## src/rtl/pipe_pkg.sv

```systemverilog
// Shared types and constants for the pipeline hazard controller.
package pipe_pkg;

    typedef enum logic [1:0] {
        IDLE  = 2'd0,
        REDIR = 2'd1,
        HOLD  = 2'd2,
        RET   = 2'd3
    } int_state_e;

    localparam logic [2:0] FW_REG = 3'd0;
    localparam logic [2:0] FW_EXE = 3'd1;
    localparam logic [2:0] FW_MEM = 3'd2;
    localparam logic [2:0] FW_DIN = 3'd3;
    localparam logic [2:0] FW_CP0 = 3'd4;

endpackage

```

## src/rtl/pipe_hazard_ctrl_fwd_sel.sv

```systemverilog
// Forward select for one ID source operand, plus a load-use flag for that operand.
module fwd_sel
    import pipe_pkg::*;
#(
    parameter int REG_W = 5
) (
    input  logic [REG_W-1:0] src,
    input  logic             used,
    input  logic [REG_W-1:0] wa_exe,
    input  logic             we_exe,
    input  logic             ld_exe,
    input  logic [REG_W-1:0] wa_mem,
    input  logic             we_mem,
    input  logic             ld_mem,
    output logic [2:0]       sel,
    output logic             ld_hz
);

    logic nz;
    logic hit_exe;
    logic hit_mem;

    assign nz      = (src != '0);
    assign hit_exe = nz && we_exe && (wa_exe == src);
    assign hit_mem = nz && we_mem && (wa_mem == src);
    assign ld_hz   = used && hit_exe && ld_exe;

    always_comb begin
        sel = FW_REG;
        if (hit_exe && !ld_exe) begin
            sel = FW_EXE;
        end else if (hit_mem) begin
            sel = ld_mem ? FW_DIN : FW_MEM;
        end
    end

endmodule

```

## src/rtl/pipe_hazard_ctrl.sv

```systemverilog
// Stage enables/flushes, forwarding, load-use stalls, branch flush and
// interrupt/ERET redirect sequencing for the 5-stage pipeline.
module pipe_hazard_ctrl
    import pipe_pkg::*;
#(
    parameter int INT_HOLD = 3,
    parameter int REG_W    = 5
) (
    input  logic             clk,
    input  logic             rst,
    input  logic [REG_W-1:0] rs_id,
    input  logic [REG_W-1:0] rt_id,
    input  logic             rs_used,
    input  logic             rt_used,
    input  logic             rt_is_store,
    input  logic             mfc0_id,
    input  logic [REG_W-1:0] wa_exe,
    input  logic             we_exe,
    input  logic             ld_exe,
    input  logic [REG_W-1:0] wa_mem,
    input  logic             we_mem,
    input  logic             ld_mem,
    input  logic [1:0]       branch_mem,
    input  logic             irq,
    input  logic             eret_id,
    output logic             if_en,
    output logic             id_en,
    output logic             exe_en,
    output logic             mem_en,
    output logic             wb_en,
    output logic             if_rst,
    output logic             id_rst,
    output logic             exe_rst,
    output logic             mem_rst,
    output logic             wb_rst,
    output logic             if_valid,
    output logic [1:0]       ForwardA,
    output logic [2:0]       ForwardB,
    output logic             ForwardM,
    output logic             jump_en,
    output logic             return_en,
    output logic             int_ack,
    output logic             data_stall,
    output logic             branch_stall,
    output logic [1:0]       int_state
);

    localparam int CW = (INT_HOLD < 2) ? 1 : $clog2(INT_HOLD + 1);

    int_state_e    state, state_n;
    logic [CW-1:0] cnt, cnt_n;
    logic          irq_pend, irq_pend_n;

    logic [2:0] sel_rs, sel_rt;
    logic       hz_rs, hz_rt;
    logic       int_flush, br_flush, load_use, st_hit;

    fwd_sel #(.REG_W(REG_W)) u_fwd_rs (
        .src(rs_id), .used(rs_used),
        .wa_exe(wa_exe), .we_exe(we_exe), .ld_exe(ld_exe),
        .wa_mem(wa_mem), .we_mem(we_mem), .ld_mem(ld_mem),
        .sel(sel_rs), .ld_hz(hz_rs)
    );

    fwd_sel #(.REG_W(REG_W)) u_fwd_rt (
        .src(rt_id), .used(rt_used),
        .wa_exe(wa_exe), .we_exe(we_exe), .ld_exe(ld_exe),
        .wa_mem(wa_mem), .we_mem(we_mem), .ld_mem(ld_mem),
        .sel(sel_rt), .ld_hz(hz_rt)
    );

    assign int_flush = (state == REDIR) || (state == RET);
    assign br_flush  = |branch_mem;
    // Store data hazards are resolved by ForwardM, not by a bubble.
    assign load_use  = hz_rs || (hz_rt && !rt_is_store);
    assign st_hit    = rt_is_store && ld_exe && we_exe &&
                       (wa_exe != '0) && (wa_exe == rt_id);

    always_ff @(posedge clk or posedge rst) begin
        if (rst) begin
            state    <= IDLE;
            cnt      <= '0;
            irq_pend <= 1'b0;
        end else begin
            state    <= state_n;
            cnt      <= cnt_n;
            irq_pend <= irq_pend_n;
        end
    end

    always_comb begin
        state_n    = state;
        cnt_n      = cnt;
        irq_pend_n = irq_pend || irq;
        unique case (state)
            IDLE: begin
                if ((irq || irq_pend) && !br_flush) begin
                    state_n    = REDIR;
                    irq_pend_n = 1'b0;
                end else if (eret_id && !br_flush) begin
                    state_n = RET;
                end
            end
            REDIR, RET: begin
                state_n = HOLD;
                cnt_n   = CW'(INT_HOLD);
            end
            HOLD: begin
                if (cnt == CW'(1)) begin
                    state_n = IDLE;
                    cnt_n   = '0;
                end else begin
                    cnt_n = cnt - CW'(1);
                end
            end
        endcase
    end

    always_comb begin
        if_en        = 1'b1;
        id_en        = 1'b1;
        exe_en       = 1'b1;
        mem_en       = 1'b1;
        wb_en        = 1'b1;
        if_rst       = 1'b0;
        id_rst       = 1'b0;
        exe_rst      = 1'b0;
        mem_rst      = 1'b0;
        wb_rst       = 1'b0;
        if_valid     = 1'b1;
        ForwardA     = sel_rs[1:0];
        ForwardB     = mfc0_id ? FW_CP0 : sel_rt;
        ForwardM     = !st_hit;
        jump_en      = (state == REDIR);
        int_ack      = (state == REDIR);
        return_en    = (state == RET);
        data_stall   = 1'b0;
        branch_stall = 1'b0;
        if (rst) begin
            {if_en, id_en, exe_en, mem_en, wb_en}      = '0;
            {if_rst, id_rst, exe_rst, mem_rst, wb_rst} = '1;
            if_valid  = 1'b0;
            ForwardA  = '0;
            ForwardB  = '0;
            ForwardM  = 1'b1;
            jump_en   = 1'b0;
            int_ack   = 1'b0;
            return_en = 1'b0;
        end else begin
            priority case (1'b1)
                int_flush: begin
                    {id_rst, exe_rst, mem_rst} = '1;
                end
                br_flush: begin
                    {id_rst, exe_rst, mem_rst} = '1;
                    branch_stall = 1'b1;
                end
                load_use: begin
                    if_en      = 1'b0;
                    id_en      = 1'b0;
                    exe_rst    = 1'b1;
                    data_stall = 1'b1;
                end
                default: ;
            endcase
        end
    end

    assign int_state = state;

endmodule

```

## config.mk

```make
export PLATFORM = sky130hd
export DESIGN_NAME = pipe_hazard_ctrl
export DESIGN_NICKNAME = d
export VERILOG_FILES = /design/src/rtl/pipe_pkg.sv /design/src/rtl/pipe_hazard_ctrl_fwd_sel.sv /design/src/rtl/pipe_hazard_ctrl.sv
export SDC_FILE = /design/constraint.sdc
export NUM_CORES = 1
export LEC_CHECK = 0
export ABC_AREA = 1
export CAP_MARGIN = 20
export CORE_MARGIN = 4
export CORE_UTILIZATION = 31
export DETAILED_ROUTE_END_ITERATION = 12
export PLACE_DENSITY = 0.86
export SLEW_MARGIN = 0
export SYNTH_ARGS = -nofsm -noshare
export SYNTH_HDL_FRONTEND = slang
export SYNTH_SLANG_ARGS = --single-unit
```

## constraint.sdc

```tcl
create_clock -name clk -period 1.2 [get_ports clk]
set_input_delay 0.24 -clock clk [delete_from_list [all_inputs] [get_ports clk]]
set_output_delay 0.24 -clock clk [all_outputs]
set_load 0.005 [all_outputs]
```

==> metrics.md, run 1 <==
| Metric | Value |
|---|---|
| Outcome | finished with violations |
| Failing checks | negative setup slack |
| Skew-Pair Late Insertion Delay | 0.27 ns |
| Post-synthesis share of cell area spent on full adders, half adders and majority gates | 1.59% |
| Highest-count cells in the layout ignoring fill and taps | 32 x sky130_fd_sc_hd__buf_4, 25 x sky130_fd_sc_hd__buf_6, 16 x sky130_fd_sc_hd__nand2_1, 16 x sky130_fd_sc_hd__buf_2 |
| Area of the placeable core | 0.00232 mm^2 |
| Drt via density | 5.26 |
| Area added between synthesis and finish | 142% |
| Pin count of the biggest net entering global routing | 8 |
| Setup repair after global routing missed its margin | yes |
| DRC violation total after the first TritonRoute iteration | 65 |
| Number of antenna-violating nets in the routed design | 0 |
| Combinational share of power | 68.5% |
| Post-route cell area | 0.00191 mm^2 |
| Fraction of the yosys area taken by sequential cells | 15.9% |
| Transition time at the pin with the least slew margin | 0.303 ns |
| Final Wtd Congestion | 0.868 |
| Maximum net fanout on the critical path | 4 |
| Post-cts hold buffer count | 0 |
| Share of final-layout standard cells stronger than drive strength 1 | 64.3% |
| NetSw | 0.691 mW |
| Number of detailed-route iterations in the first pass | 4 |
| Summed instance area of the synthesized netlist | 787 um^2 |
| Complex-gate fraction of the synthesized area | 9.54% |
| Clock Skew | 0.00168 ns |
| Leak Pwr | 0.963 nW |
| Flop and latch count out of synthesis | 5 |
| Clock transition at the register clock pins on the worst setup and hold paths after CTS | 0.05 ns |
| Crit path DAT | 1.32 ns |
| Share of total power in the clock network | 13.9% |
| Most common cell after layout, fill and taps aside | sky130_fd_sc_hd__buf_4 |
| Vias after detailed routing | 1341 |
| Internal power summed over all cells | 0.946 mW |
| Nature of the critical path startpoint | input port |
| Tmin final | 1.56 ns |
| TritonCTS Buffers | 3 |
| Residual DRC count | 0 |
| Post-synthesis cell type with the largest combined area | sky130_fd_sc_hd__dfrtp_1 |
| Worst voltage drop across the vdd grid | 0.903 mV |
| Minimum hold slack | 0.165 ns |
| Root buffer cell | sky130_fd_sc_hd__clkbuf_4 |
| Multiplexer share of the synthesized area | 0% |
| Setup Crit Path Kind | in -> out |
| Power per cell area | 858 mW/mm^2 |
| Remaining max-slew budget at the tightest pin | 79.7% |
| XOR/XNOR Fraction of Synth Area | 13.4% |
| Maximum capacitance violations | 0 |
| Maximum achievable frequency | 640 MHz |
| Antenna violations before repair | 0 |
| Total routing usage reported by global routing | 22.3% |
| Post-detailed-placement half-perimeter wirelength | 2320 um |
| Total number of nets in the final design | 263 |
| Total wire length | 4320 um |
| Final-report max-slew violation count | 0 |
| Die Footprint | 0.00341 mm^2 |
| Library cells used by synthesis | 24 |
| WL/cell | 16.9 um |
| Portion of total power attributed to sequential cells | 17.5% |
| Worst setup EP type | primary output |
| Final standard cell utilization of the core | 82.3% |
| Vert. Die Dim | 58.4 um |
| Chip width | 58.4 um |
| Antenna cell count | 0 |
| Synthesized net count | 168 |
| Initial cell density of the core | 33.9% |
| Setup violations, final | 20 |
| Fraction of synthesized cell area taken by the top area cell type | 15.9% |
| Count of final hold-check violations | 0 |
| Avg Synthesized Cell Area | 5.92 um^2 |
| Top cells by area in the synthesized netlist | sky130_fd_sc_hd__dfrtp_1 16%, sky130_fd_sc_hd__nand2_1 12%, sky130_fd_sc_hd__inv_1 12% |
| Path type of the worst min-delay path | in -> async |
| Syn Inst Count | 133 |
| Row cnt | 17 |
| First-pass GRT wire length | 5870 um |
| Count of buffers from port buffering | 57 |
| Number of sinks handled by clock tree synthesis | 5 |
| CTS HTree Levels | 1 |
| Setup slack of the critical path after layout | -0.364 ns |
| Maximum root-to-sink buffer count | 2 |
| Required time worst endpoint | 0.96 ns |
| Sw frac | 42.2% |
| Fraction of the mapped netlist area in simple logic gates | 39.1% |
| Final Cycle Share | 130% |
| TritonCTS clock tree | yes |
| Number of global-route vias before repair | 1351 |
| I/O pins | 58 |
| Dominant combinational cell family by area after synthesis | simple AND/OR/NAND/NOR gates |
| Overflow after GRT | 0 |
| Cell area after placement | 0.00146 mm^2 |
| Number of warnings issued by yosys | 0 |
## path summary, 6_finish.rpt
| path | end | startpoint | cells past startpoint | slack [ns] |
|---|---|---|---|---|
| setup / recovery | ForwardB[0] | rt_id[1] | 12 | -0.36 |
| hold / removal | int_state[1] | rst | 5 | 0.16 |
| setup reg to reg | cnt[0] | int_state[0] | 6 | -0.07 |
| hold reg to reg | cnt[1] | cnt[1] | 2 | 0.56 |
| max in group asynchronous | int_state[0] | rst | 6 | 0.79 |
| min in group clk | cnt[1] | cnt[1] | 2 | 0.56 |
## worst max-delay path: stages
cell and delay [ns]:
sky130_fd_sc_hd__buf_12 0.11, sky130_fd_sc_hd__inv_4 0.04, sky130_fd_sc_hd__nand2_2 0.05, sky130_fd_sc_hd__nand2_1 0.07
sky130_fd_sc_hd__nand2_1 0.08, sky130_fd_sc_hd__nor2_2 0.14, sky130_fd_sc_hd__buf_4 0.14, sky130_fd_sc_hd__nand2_2 0.05
sky130_fd_sc_hd__inv_2 0.07, sky130_fd_sc_hd__nand3_2 0.09, sky130_fd_sc_hd__o21ai_2 0.13, sky130_fd_sc_hd__buf_2 0.13
## registers in the layout (all words and copies together), names as in the netlist
signal and count:
irq_pend 1, int_state 2, cnt 2
## cell families (layout without fill, tap and decap cells)
group / count (synthesis) / in the layout
AOI/OAI and AO/OA: 12 / 12
DFF: 5 / 5
xor gates and xnor gates: 12 / 12
and+or+nand+nor: 68 / 68
adders and majority gates: 1 / 1
buffers and inverters: 35 / 129
## what timing repair did
action | in CTS | in global routing
buffers inserted | 26 | 7
setup endpoints to repair | 26 | 21
resized for setup | 253 | 50
pin swaps | 38 | 28
## cell usage after synthesis (all sizes together)
library cell	number
nand2	26
dfrtp	5
a22oi	1
nand4	4
inv	27
buf	8
nor2	15
nand3b	1
o21a	1
nor3	8
xor2	5
o311ai	1
a21oi	4
xnor2	7
o211ai	1
ha	1
nand3	13
or2	1
o21ai	4
## power by group through the flow
stage / sequential [mW] / clock (mW) / combinational, mW
6_report: 0.287 / 0.228 / 1.12
3_3_place_gp: 0.280 / 0 / 0.678
4_1_cts: 0.277 / 0.207 / 0.861
3_5_place_dp: 0.283 / 0 / 0.697
5_1_grt: 0.295 / 0.239 / 1.17
2_1_floorplan: 0.285 / 0 / 0.301
## area by class of cell
type / instances / area [um^2]
well taps: 28 / 35.0
repair buffers: 98 / 872
clock buffers: 4 / 26.3
fillers: 145 / 410
inverters: 27 / 119
multi-input cells: 93 / 731
flip-flops and latches: 5 / 125
## stage by stage
stage | cells | total power, mW | TNS, ns | setup slack [ns]
finish | 255 | 1.64 | -4.81 | -0.364
global route | 255 | 1.71 | -5.75 | -0.428
CTS | 250 | 1.35 | -3.85 | -0.333
detailed placement | 226 | 0.980 | -16.74 | -1.05
global placement | 226 | 0.958 | -16.37 | -1.02
floorplan | 133 | 0.587 | -0.0173 | -0.0173
## per-layer routing
layer / GRT usage [%] / up-vias / part of all wire [%]
li1: - / 604 / -
met3: 3.95 / 30 / 8.3
met5: 0 / - / 0
met4: 8.61 / 0 / 5.5
met2: 45.5 / 95 / 55
met1: 21.5 / 612 / 31
Note: power is estimated with default switching activity, not from simulation.
==> run 2, diff against run 1 <==
GPL_TIMING_DRIVEN = 0   (was unset)
==> metrics.md, run 2 (synthesized netlist as in run 1, its figures left out) <==
| Metric | Value |
|---|---|
| Transition time at the pin with the least slew margin | 0.262 ns (-0.0403 ns) |
| I/O pins | 58 (unchanged) |
| Setup Crit Path Kind | in -> out |
| Setup violations, final | 20 (unchanged) |
| Area added between synthesis and finish | 141% |
| Antenna cell count | 0 (unchanged) |
| DRC violation total after the first TritonRoute iteration | 80 (+23%) |
| Clock transition at the register clock pins on the worst setup and hold paths after CTS | 0.05 ns (about the same) |
| Count of buffers from port buffering | 57 (unchanged) |
| Final Wtd Congestion | 0.879 (+1.2%) |
| Worst setup EP type | primary output |
| Antenna violations before repair | 0 (unchanged) |
| Failing checks | negative setup slack |
| Total power after layout | 1.80 mW (+10%) |
| Area of the placeable core | 0.00232 mm^2 (unchanged) |
| Post-route cell area | 0.00190 mm^2 (-0.52%) |
| Skew-Pair Late Insertion Delay | 0.27 ns (about the same) |
| Row cnt | 17 (unchanged) |
| Remaining max-slew budget at the tightest pin | 82.4% (+2.7 points) |
| Pin count of the biggest net entering global routing | 8 (unchanged) |
| Worst voltage drop across the vdd grid | 0.992 mV (+9.9%) |
| Maximum net fanout on the critical path | 3 (-1) |
| Tmin final | 1.65 ns (+0.0893 ns) |
| CTS HTree Levels | 1 (unchanged) |
| Root buffer cell | sky130_fd_sc_hd__clkbuf_4 |
| Most common cell after layout, fill and taps aside | sky130_fd_sc_hd__buf_6 |
| Chip width | 58.4 um (unchanged) |
| Share of final-layout standard cells stronger than drive strength 1 | 62.4% (-1.9 points) |
| Residual DRC count | 0 (unchanged) |
| Final Cycle Share | 138% (+7.4 points) |
| Total wire length | 4950 um (+15%) |
| Post-detailed-placement half-perimeter wirelength | 2240 um (-3.7%) |
| Total number of nets in the final design | 265 (+0.76%) |
| Total routing usage reported by global routing | 22.0% (-0.27 points) |
| TritonCTS clock tree | yes |
| Number of sinks handled by clock tree synthesis | 5 (unchanged) |
| Highest-count cells in the layout ignoring fill and taps | 32 x sky130_fd_sc_hd__buf_6, 25 x sky130_fd_sc_hd__buf_4, 20 x sky130_fd_sc_hd__nand2_1, 16 x sky130_fd_sc_hd__buf_2, 14 x sky130_fd_sc_hd__inv_2 |
| Maximum root-to-sink buffer count | 2 (unchanged) |
| Overflow after GRT | 0 (unchanged) |
| Outcome | finished with violations |
| TritonCTS Buffers | 3 (unchanged) |
| WL/cell | 19.3 um (+14%) |
| Vias after detailed routing | 1392 (+3.8%) |
| Initial cell density of the core | 33.9% (unchanged) |
| Cell area after placement | 0.00140 mm^2 (-4.1%) |
| Maximum capacitance violations | 0 (unchanged) |
| Final-report max-slew violation count | 0 (unchanged) |
| Drt via density | 5.42 (+3.0%) |
| Setup Total Neg Slack | -4.69 ns (+0.116 ns) |
| Setup slack of the critical path after layout | -0.453 ns (-0.0893 ns) |
| Crit path DAT | 1.41 ns (+0.09 ns) |
| Clock Skew | 0.0119 ns (+0.0102 ns) |
| Nature of the critical path startpoint | input port |
| Count of final hold-check violations | 0 (unchanged) |
| Number of global-route vias before repair | 1268 (-6.1%) |
| Number of antenna-violating nets in the routed design | 0 (unchanged) |
| Die Footprint | 0.00341 mm^2 (unchanged) |
| Number of detailed-route iterations in the first pass | 4 (unchanged) |
| Path type of the worst min-delay path | in -> async |
| Power per cell area | 950 mW/mm^2 (+11%) |
| First-pass GRT wire length | 5800 um (-1.2%) |
| Leak Pwr | 0.959 nW (-0.43%) |
| Fill cell instance count of the final layout | 131 (-9.7%) |
| Setup repair after global routing missed its margin | yes |
| Required time worst endpoint | 0.96 ns (about the same) |
| Maximum achievable frequency | 605 MHz (-5.4%) |
| Vert. Die Dim | 58.4 um (unchanged) |
-- run 2: cell count changes in the layout (fill, tap and decap cells not counted), sizes merged --
cell	delta
buf	-2
clkbuf	+1
clkdlybuf4s15	+6
clkinv	+1
dlygate4sd2	-5
dlygate4sd3	+2
inv	-1
-- run 2: timing repair --
action	4_1_cts	5_1_grt
pin swaps	32	26
endpoints found under the hold margin	4	0
setup endpoints to repair	24	23
hold buffers	2	0
resized for setup	239	60
buffers inserted	21	16
-- run 2: worst paths after layout --
check | to | cells past startpoint | start | slack (ns)
hold reg to reg | int_state[0] | 2 | irq_pend | 0.60
setup / recovery | if_en | 12 | rs_id[4] | -0.45
setup reg to reg | cnt[0] | 7 | int_state[0] | -0.13
hold / removal | cnt[1] | 7 | rst | 0.29
max in group asynchronous | int_state[0] | 5 | rst | 0.36
min in group clk | int_state[0] | 4 | branch_mem[0] | 0.43
-- run 2: cell type report --
| type | count | area, um^2 | share of cell area (%) |
|---|---|---|---|
| multi-input combinational | 93 | 677 | 35.7 |
| buffer | 7 | 63.8 | 3.36 |
| clock buffer | 4 | 26.3 | 1.38 |
| sequential | 5 | 126 | 6.66 |
| inverter | 27 | 119 | 6.26 |
| timing repair buffer | 93 | 851 | 44.8 |
| tap | 28 | 35.0 | 1.85 |
-- run 2: critical path: stages --
cell and delay [ns]:
sky130_fd_sc_hd__buf_2 0.11, sky130_fd_sc_hd__inv_2 0.05, sky130_fd_sc_hd__nand3_2 0.09, sky130_fd_sc_hd__nor2_2 0.05, sky130_fd_sc_hd__nor2_1 0.23, sky130_fd_sc_hd__nand3_2 0.11, sky130_fd_sc_hd__nand2_2 0.10, sky130_fd_sc_hd__nand3_2 0.07
sky130_fd_sc_hd__nand2_1 0.11, sky130_fd_sc_hd__inv_2 0.05, sky130_fd_sc_hd__buf_6 0.10, sky130_fd_sc_hd__buf_6 0.10
-- run 2: metrics by stage --
step	cells	util (%)	hold slack, ns	setup slack (ns)
2_1_floorplan	133	-	0.0461	-0.0173
3_3_place_gp	218	60.2	0.501	-1.33
3_5_place_dp	218	60.2	0.515	-1.36
4_1_cts	244	69.5	0.120	-0.340
5_1_grt	257	81.9	0.301	-0.512
6_report	257	81.9	0.294	-0.453
-- run 2: metal layers --
metal / wire length, um / track usage [%]
met1: 1670 / 24.1
met2: 2540 / 39.6
met3: 477 / 4.82
met4: 253 / 10.9
met5: 0 / 0
-- run 2: power breakdown --
part / switching, mW / internal (mW)
registers: 0.0804 / 0.240
logic: 0.612 / 0.657
clock network: 0.0874 / 0.127
total: 0.780 / 1.02
==> edit, RTL diff (flow settings as in run 1) <==
Add an input register stage for `irq`, without a reset; this delays it by one clock. The other inputs are not delayed to match.
--- a/src/rtl/pipe_hazard_ctrl.sv
+++ b/src/rtl/pipe_hazard_ctrl.sv
@@ -48,4 +48,10 @@
     localparam int CW = (INT_HOLD < 2) ? 1 : $clog2(INT_HOLD + 1);
 
+    logic irq_q;
+
+    always_ff @(posedge clk) begin
+        irq_q <= irq;
+    end
+
     int_state_e    state, state_n;
     logic [CW-1:0] cnt, cnt_n;
@@ -92,8 +98,8 @@
         state_n    = state;
         cnt_n      = cnt;
-        irq_pend_n = irq_pend || irq;
+        irq_pend_n = irq_pend || irq_q;
         unique case (state)
             IDLE: begin
-                if ((irq || irq_pend) && !br_flush) begin
+                if ((irq_q || irq_pend) && !br_flush) begin
                     state_n    = REDIR;
                     irq_pend_n = 1'b0;
Formal check against the unedited RTL: not equivalent (a bounded check fails within 4 cycles, from zero or initial values and one cycle with rst high).
==> edit against run 1 <==
The run still ends with negative setup slack left; final area shrank 5.4%; die area rose by 7.0%; sequential cell count rose by 1; setup slack better by 0.089 ns; critical path type unchanged; routed wire length down 7.7%; power rose by 11%; final cell count up 2.0%; register-to-register slack improved by 0.06 ns; hold slack better by 0.28 ns; critical path depth fell by 3; area after synthesis up 8.1%; maximum frequency rose by 6.1%.
==> edit: results (changes against run 1) <==
| Metric | Value |
|---|---|
| Per-instance average area after synthesis | 5.83 um^2 (-1.5%) |
| Setup WS post-layout | -0.274 ns (+0.0893 ns) |
| Peak ir drop on the vdd network | 0.00103 V (+14%) |
| Final wirelength | 3980 um (-7.7%) |
| Number of nets in the layout | 266 (+1.1%) |
| Accumulated negative setup slack | -3.19 ns (+1.61 ns) |
| Worst setup path endpoint | id_en |
| Minimum setup slack among reg-to-reg paths | -0.01 ns (+0.06 ns) |
| Fraction of power consumed by sequential logic | 18.0% (+0.5 points) |
| DRC violation total after the first TritonRoute iteration | 58 (-11%) |
| Compound-gate portion of the synthesized area | 7.65% (-1.9 points) |
| Number of distinct standard cells referenced by the synthesized netlist | 27 (+13%) |
| Top post-synthesis cells by count | sky130_fd_sc_hd__nand2_1 (33), sky130_fd_sc_hd__inv_1 (27), sky130_fd_sc_hd__nor2_1 (17) |
| Crit path from | branch_mem[0] |
| Placement Cell Area | 1500 um^2 (+3.4%) |
| Worst Max-Slew Pin Slew | 0.315 ns (+0.0121 ns) |
| Met1 capacity usage during global routing | 22.1% (+0.63 points) |
| Violations in the final reports | negative setup slack |
| Main area contributors after synthesis | sky130_fd_sc_hd__dfrtp_1 (15%), sky130_fd_sc_hd__nand2_1 (15%), sky130_fd_sc_hd__inv_1 (12%) |
| Leak Pwr | 0.000931 uW (-3.4%) |
| Final Setup Violations | 18 (-10%) |
| Capture instance of the worst register-to-register path | int_state[1] |
| Data arrival at the endpoint of the critical path | 1.23 ns (-0.09 ns) |
| Met2 Track Usage GR | 32.3% (-13 points) |
| Skew final | 0.0121 ns (+0.0105 ns) |
| Power density over the cells | 1010 nW/um^2 (+17%) |
| Status | finished with violations |
## edit: changes by cell type after synthesis, moves of 2 or more
cell,change
sky130_fd_sc_hd__nand3_2,+2
sky130_fd_sc_hd__inv_1,+2
sky130_fd_sc_hd__nor2_1,+4
sky130_fd_sc_hd__nor3_1,-2
sky130_fd_sc_hd__xor2_1,-4
sky130_fd_sc_hd__o21ai_0,-2
sky130_fd_sc_hd__nand2_1,+7
sky130_fd_sc_hd__a21oi_1,+4
## edit: cell type report
cell class / count / area (um^2)
inverters: 29 / 119
flip-flops and latches: 6 / 145
multi-input cells: 102 / 712
fillers: 190 / 739
well taps: 30 / 37.5
clock buffers: 4 / 26.3
repair buffers: 89 / 766
## edit: metrics by stage
| stage | utilization [%] | hold WS, ns |
|---|---|---|
| 6_report | 70.9 | 0.446 |
| 5_1_grt | 70.9 | 0.439 |
| 4_1_cts | 63.6 | 0.442 |
| 3_5_place_dp | 59.1 | 0.486 |
| 3_3_place_gp | 59.1 | 0.482 |
| 2_1_floorplan | - | 0.116 |
